**src/rtl/fetch_redirect_ctrl.sv**
```systemverilog
// Fetch sequencer for the pipelined femtoRV32 core: owns the PC, runs the imem handshake, buffers one instruction, applies EX redirects.
// Define FETCH_REDIRECT_STATS_EN to get saturating redirect/drain counters; otherwise both count ports read zero.
module fetch_redirect_ctrl #(
    parameter int               XLEN     = 32,
    parameter logic [XLEN-1:0]  RESET_PC = '0
) (
    input  logic            clk,
    input  logic            rst_n,
    input  logic            ex_take,
    input  logic [XLEN-1:0] ex_target,
    input  logic            stall,
    input  logic            id_ready,
    output logic            imem_req,
    output logic [XLEN-1:0] imem_addr,
    input  logic            imem_ack,
    input  logic [31:0]     imem_rdata,
    output logic            if_valid,
    output logic [31:0]     if_instr,
    output logic [XLEN-1:0] if_pc,
    output logic            flush_ifid,
    output logic            flush_idex,
    output logic [XLEN-1:0] pc,
    output logic [31:0]     redirect_cnt,
    output logic [31:0]     drain_cnt
);

    typedef enum logic [1:0] {
        IDLE  = 2'd0,
        FETCH = 2'd1,
        REQ   = 2'd2,
        DRAIN = 2'd3
    } fetchState_t;

    fetchState_t     stateReg, stateNext;
    logic [XLEN-1:0] pcReg, pcNext;
    logic [XLEN-1:0] drainAddrReg, drainAddrNext;
    logic            validReg, validNext;
    logic [31:0]     instrReg, instrNext;
    logic [XLEN-1:0] ifPcReg, ifPcNext;
    logic            bufFree;
    logic            bufLoad;

    assign bufFree = !validReg || id_ready;

    always_ff @(posedge clk or negedge rst_n) begin
        if (!rst_n) begin
            stateReg     <= IDLE;
            pcReg        <= RESET_PC;
            drainAddrReg <= '0;
            validReg     <= 1'b0;
            instrReg     <= '0;
            ifPcReg      <= '0;
        end else begin
            stateReg     <= stateNext;
            pcReg        <= pcNext;
            drainAddrReg <= drainAddrNext;
            validReg     <= validNext;
            instrReg     <= instrNext;
            ifPcReg      <= ifPcNext;
        end
    end

    always_comb begin
        stateNext     = stateReg;
        pcNext        = pcReg;
        drainAddrNext = drainAddrReg;
        validNext     = validReg;
        instrNext     = instrReg;
        ifPcNext      = ifPcReg;
        bufLoad       = 1'b0;
        imem_req      = 1'b0;
        imem_addr     = pcReg;

        unique case (stateReg)
            IDLE: begin
                stateNext = FETCH;
            end
            FETCH: begin
                if (bufFree && !stall && !ex_take) begin
                    stateNext = REQ;
                end
            end
            REQ: begin
                imem_req  = 1'b1;
                imem_addr = pcReg;
                if (imem_ack) begin
                    stateNext = FETCH;
                    bufLoad   = !ex_take;
                    pcNext    = pcReg + XLEN'(4);
                end else if (ex_take) begin
                    // Keep the abandoned request on the bus until memory answers it
                    stateNext     = DRAIN;
                    drainAddrNext = pcReg;
                end
            end
            DRAIN: begin
                imem_req  = 1'b1;
                imem_addr = drainAddrReg;
                if (imem_ack) begin
                    stateNext = FETCH;
                end
            end
        endcase

        // Redirect beats a same-edge load, which beats consumption by decode
        if (ex_take) begin
            validNext = 1'b0;
            pcNext    = ex_target & ~XLEN'(3);
        end else if (bufLoad) begin
            validNext = 1'b1;
            instrNext = imem_rdata;
            ifPcNext  = pcReg;
        end else if (validReg && id_ready && !stall) begin
            validNext = 1'b0;
        end
    end

    assign flush_ifid = ex_take;
    assign flush_idex = ex_take;
    assign if_valid   = validReg;
    assign if_instr   = instrReg;
    assign if_pc      = ifPcReg;
    assign pc         = pcReg;

`ifdef FETCH_REDIRECT_STATS_EN
    logic [31:0] redirectCntReg;
    logic [31:0] drainCntReg;
    logic        drainHit;

    assign drainHit = imem_ack && ((stateReg == REQ && ex_take) || stateReg == DRAIN);

    always_ff @(posedge clk or negedge rst_n) begin
        if (!rst_n) begin
            redirectCntReg <= '0;
            drainCntReg    <= '0;
        end else begin
            if (ex_take && (redirectCntReg != 32'hFFFF_FFFF)) begin
                redirectCntReg <= redirectCntReg + 32'd1;
            end
            if (drainHit && (drainCntReg != 32'hFFFF_FFFF)) begin
                drainCntReg <= drainCntReg + 32'd1;
            end
        end
    end

    assign redirect_cnt = redirectCntReg;
    assign drain_cnt    = drainCntReg;
`else
    assign redirect_cnt = 32'h0;
    assign drain_cnt    = 32'h0;
`endif

endmodule

```
**config.mk**
```make
export PLATFORM = sky130hd
export DESIGN_NAME = fetch_redirect_ctrl
export DESIGN_NICKNAME = d
export VERILOG_FILES = /design/src/rtl/fetch_redirect_ctrl.sv
export SDC_FILE = /design/constraint.sdc
export NUM_CORES = 1
export LEC_CHECK = 0
export CORE_AREA = 2 2 104 106
export CTS_BUF_LIST = sky130_fd_sc_hd__clkbuf_16
export DETAILED_ROUTE_END_ITERATION = 10
export DIE_AREA = 0 0 106 108
export DONT_BUFFER_PORTS = 1
export GPL_TIMING_DRIVEN = 0
export PLACE_DENSITY = 0.77
export SYNTH_ARGS = -nofsm -noshare
export SYNTH_HDL_FRONTEND = slang
export SYNTH_SLANG_ARGS = --single-unit
```
**constraint.sdc**
```tcl
create_clock -name clk -period 4.1 [get_ports clk]
set_clock_uncertainty 0.1 [all_clocks]
set_input_delay 0.82 -clock clk [delete_from_list [all_inputs] [get_ports clk]]
set_output_delay 0.82 -clock clk [all_outputs]
set_load 0.03 [all_outputs]
```
==> results.sh <==
export IMPL_vdd_drop_max_uv=434
export IMPL_min_period_over_period=0.825
export IMPL_placed_cells=737
export IMPL_ant_nets=0
export IMPL_synth_ff_type="dfrtp_1"
export IMPL_power_density_nw_per_um2=711
export IMPL_yosysWarnings=0
export IMPL_synth_seq_area_share=0.496
export IMPL_row_count=37
export IMPL_synth_distinct_cells=39
export IMPL_power_total_w=0.00523
export IMPL_syn_cell_area_um2=6300
export IMPL_die_h_um=108
export IMPL_synth_area_leader_cell="dfrtp_1"
export IMPL_cp_max_fo=10
export IMPL_cp_arrival_ns=2.46
export IMPL_layoutNonFillerInstCount=771
export IMPL_regArea_um2=3130
export IMPL_cts_num_sinks=125
export IMPL_cts_tree="yes"
export IMPL_floorplan_initialDensity=0.616
export IMPL_route_detailed_drc=0
export IMPL_cellInternalPower_w=0.00308
export IMPL_pwr_share_comb=0.207
export IMPL_fmax_mhz=296
export IMPL_leakage_nw=3.54
export IMPL_wl_per_cell_um=19.2
export IMPL_grt_ovfl_total=0
export IMPL_p_switching_w=0.00216
export IMPL_vias=4243
export IMPL_status="finished clean"
export IMPL_htreeDepth=4
export IMPL_io_pins=266
export IMPL_drive_above_1_share=0.391
export IMPL_worst_pin_slew_ns=0.957
export IMPL_first_pass_iters=5
export IMPL_n_antenna_cell=0
export IMPL_post_route_util=0.719
export IMPL_synth_top_area_frac=0.496
export IMPL_grt_pass1_wl_mm=22.5
export IMPL_dp_hpwl_mm=10.5
export IMPL_antenna_found_initial=0
export IMPL_grt_max_degree=119
export IMPL_clkPwrFrac=0.285
export IMPL_power_frac_seq=0.508
export IMPL_core_area_um2=10200
export IMPL_fin_crit_ns=3.38
export IMPL_synth_edff_count=0
export IMPL_sw_frac_of_total=0.412
export IMPL_maxSlewHeadroom=0.355
export IMPL_layout_common_cells="dfrtp_1, mux2_2, buf_4, conb_1, nand2_1"
export IMPL_numCtsBuffers=17
export IMPL_cap_violations=0
export IMPL_die_w_um=106
export IMPL_syn_to_final_growth_pct=16.7
export IMPL_async_flop_share=1.00
export IMPL_synth_area_top_cells="dfrtp_1, mux2_2, buf_4"
export IMPL_r2r_cells=6
export IMPL_gp_congestion=0.882
export IMPL_setup_tns_ns=0
export IMPL_finalSetupViolations=0
export IMPL_fin_nets=696
export IMPL_rsz0062_at_grt="no"
export IMPL_clkTransAtPathRegs_ns=0.06
export IMPL_syn_avg_cell_area_um2=11.8
export IMPL_cts_path_max_buffers=2
export IMPL_track_usage=0.259
export IMPL_crit_type="flop to output port"
export IMPL_fill_cells=736
export IMPL_slew_viol_final=0
export IMPL_vias_per_cell=5.50
export IMPL_wirelength_mm=14.8
export IMPL_hold_viol_final=0
export IMPL_cts_root_buf="clkbuf_16"
export IMPL_initialDrtViolationCount=185
export IMPL_final_common_cell="dfrtp_1"
export IMPL_die_area_um2=11400
export IMPL_grt_pass1_vias=4258
export IMPL_critPathCaptureType="output port"
export IMPL_cp_start_kind="flop"
export IMPL_insertion_delay_ns=0.41
export IMPL_postSynthCellCount=532
export IMPL_multi_input_area_um2=2700
export IMPL_whs_ns=0.259
export IMPL_worstPathRequired_ns=3.18
export IMPL_portBuffers=0
export IMPL_ys_ff_latch=125
export IMPL_hp_class="input port to async pin"
==> state kept, by name, summed over array words and instances (netlist names) <==
register and flops:
drainAddrReg 30, if_instr 32, if_pc 30, if_valid 1
pc 30, stateReg 2
==> power by group through the flow <==
| stage | clock network, W | registers [W] | logic (W) |
|---|---|---|---|
| after floorplan | 0 | 0.00256 | 0.000932 |
| after global placement | 0 | 0.00265 | 0.00101 |
| after detailed placement | 0 | 0.00268 | 0.00106 |
| after CTS | 0.00151 | 0.00266 | 0.00109 |
| after global routing | 0.00156 | 0.00271 | 0.00117 |
| final | 0.00149 | 0.00266 | 0.00109 |
==> cell families (layout without fill, tap and decap cells) <==
kind of cell | Yosys count | count (layout) | synth area share
flops | 125 | 125 | 0.496
buf+inv | 108 | 142 | 0.117
other cells | 1 | 70 | 0.000595
xor+xnor | 11 | 11 | 0.0153
simple gates | 105 | 105 | 0.0943
mux | 118 | 118 | 0.211
compound gates | 60 | 60 | 0.0580
fa+ha+maj | 4 | 4 | 0.00794
==> critical path, cell delays in order, from the launching register on <==
cell      delay, ns
dfrtp_1        0.42
ha_1           0.21
clkbuf_1       0.22
clkbuf_1       0.35
o21ai_0        0.85
==> final cells by class <==
cell class,instances,area share
plain buffers,101,0.0966
repair buffers,2,0.00510
clock buffers,17,0.0578
inverters,7,0.00357
well taps,136,0.0231
flip-flops and latches,125,0.425
multi-input cells,368,0.366
clock inverters,15,0.0221
==> path summary, 6_finish.rpt <==
| kind | start | to | slack, ns |
|---|---|---|---|
| worst max-delay path | stateReg[0]$_DFFE_PN0P_ | imem_addr[14] | 0.72 |
| worst min register to register | drainAddrReg[14]$_DFFE_PN0P_ | drainAddrReg[14]$_DFFE_PN0P_ | 0.40 |
| max in group asynchronous | rst_n | drainAddrReg[17]$_DFFE_PN0P_ | 2.84 |
| min in group clk | drainAddrReg[14]$_DFFE_PN0P_ | drainAddrReg[14]$_DFFE_PN0P_ | 0.40 |
| worst min-delay path | rst_n | if_pc[23]$_DFFE_PN0P_ | 0.26 |
| worst max register to register | pc[2]$_DFFE_PN0P_ | pc[30]$_DFFE_PN0P_ | 1.71 |
==> repair_timing <==
action,in CTS,in global routing
resized for setup,0,0
hold buffers,2,0
buffers inserted,0,0
hold endpoints to repair,118,0
==> cell usage after synthesis (3+ instances only) <==
cell type and number:
mux2_2 117, nand2_1 33, buf_6 4, o21ai_0 24
or4_1 15, nand3_1 10, o31ai_1 13, xor2_1 9
buf_4 74, a21oi_1 3, and3_1 4, ha_1 4
buf_2 10, nand4_1 7, nor2_1 16, dfrtp_1 125
and4_1 4, clkbuf_1 10, inv_1 6, and2_1 3
a31oi_1 16
==> per-stage QoR <==
stage	setup WS, ns	cell area, um^2
4_1_cts	0.701	7360
3_3_place_gp	1.16	6730
5_1_grt	0.628	7360
3_5_place_dp	1.16	6730
6_report	0.719	7360
2_1_floorplan	1.51	6560
==> per-layer routing <==
layer	GRT usage	part of all wire	vias to the layer above
li1	-	-	1930
met1	0.308	0.37	2071
met2	0.445	0.52	213
met3	0.0868	0.099	29
met4	0.0865	0.018	0
met5	0	0	-
(Power assumes the default switching activity.)
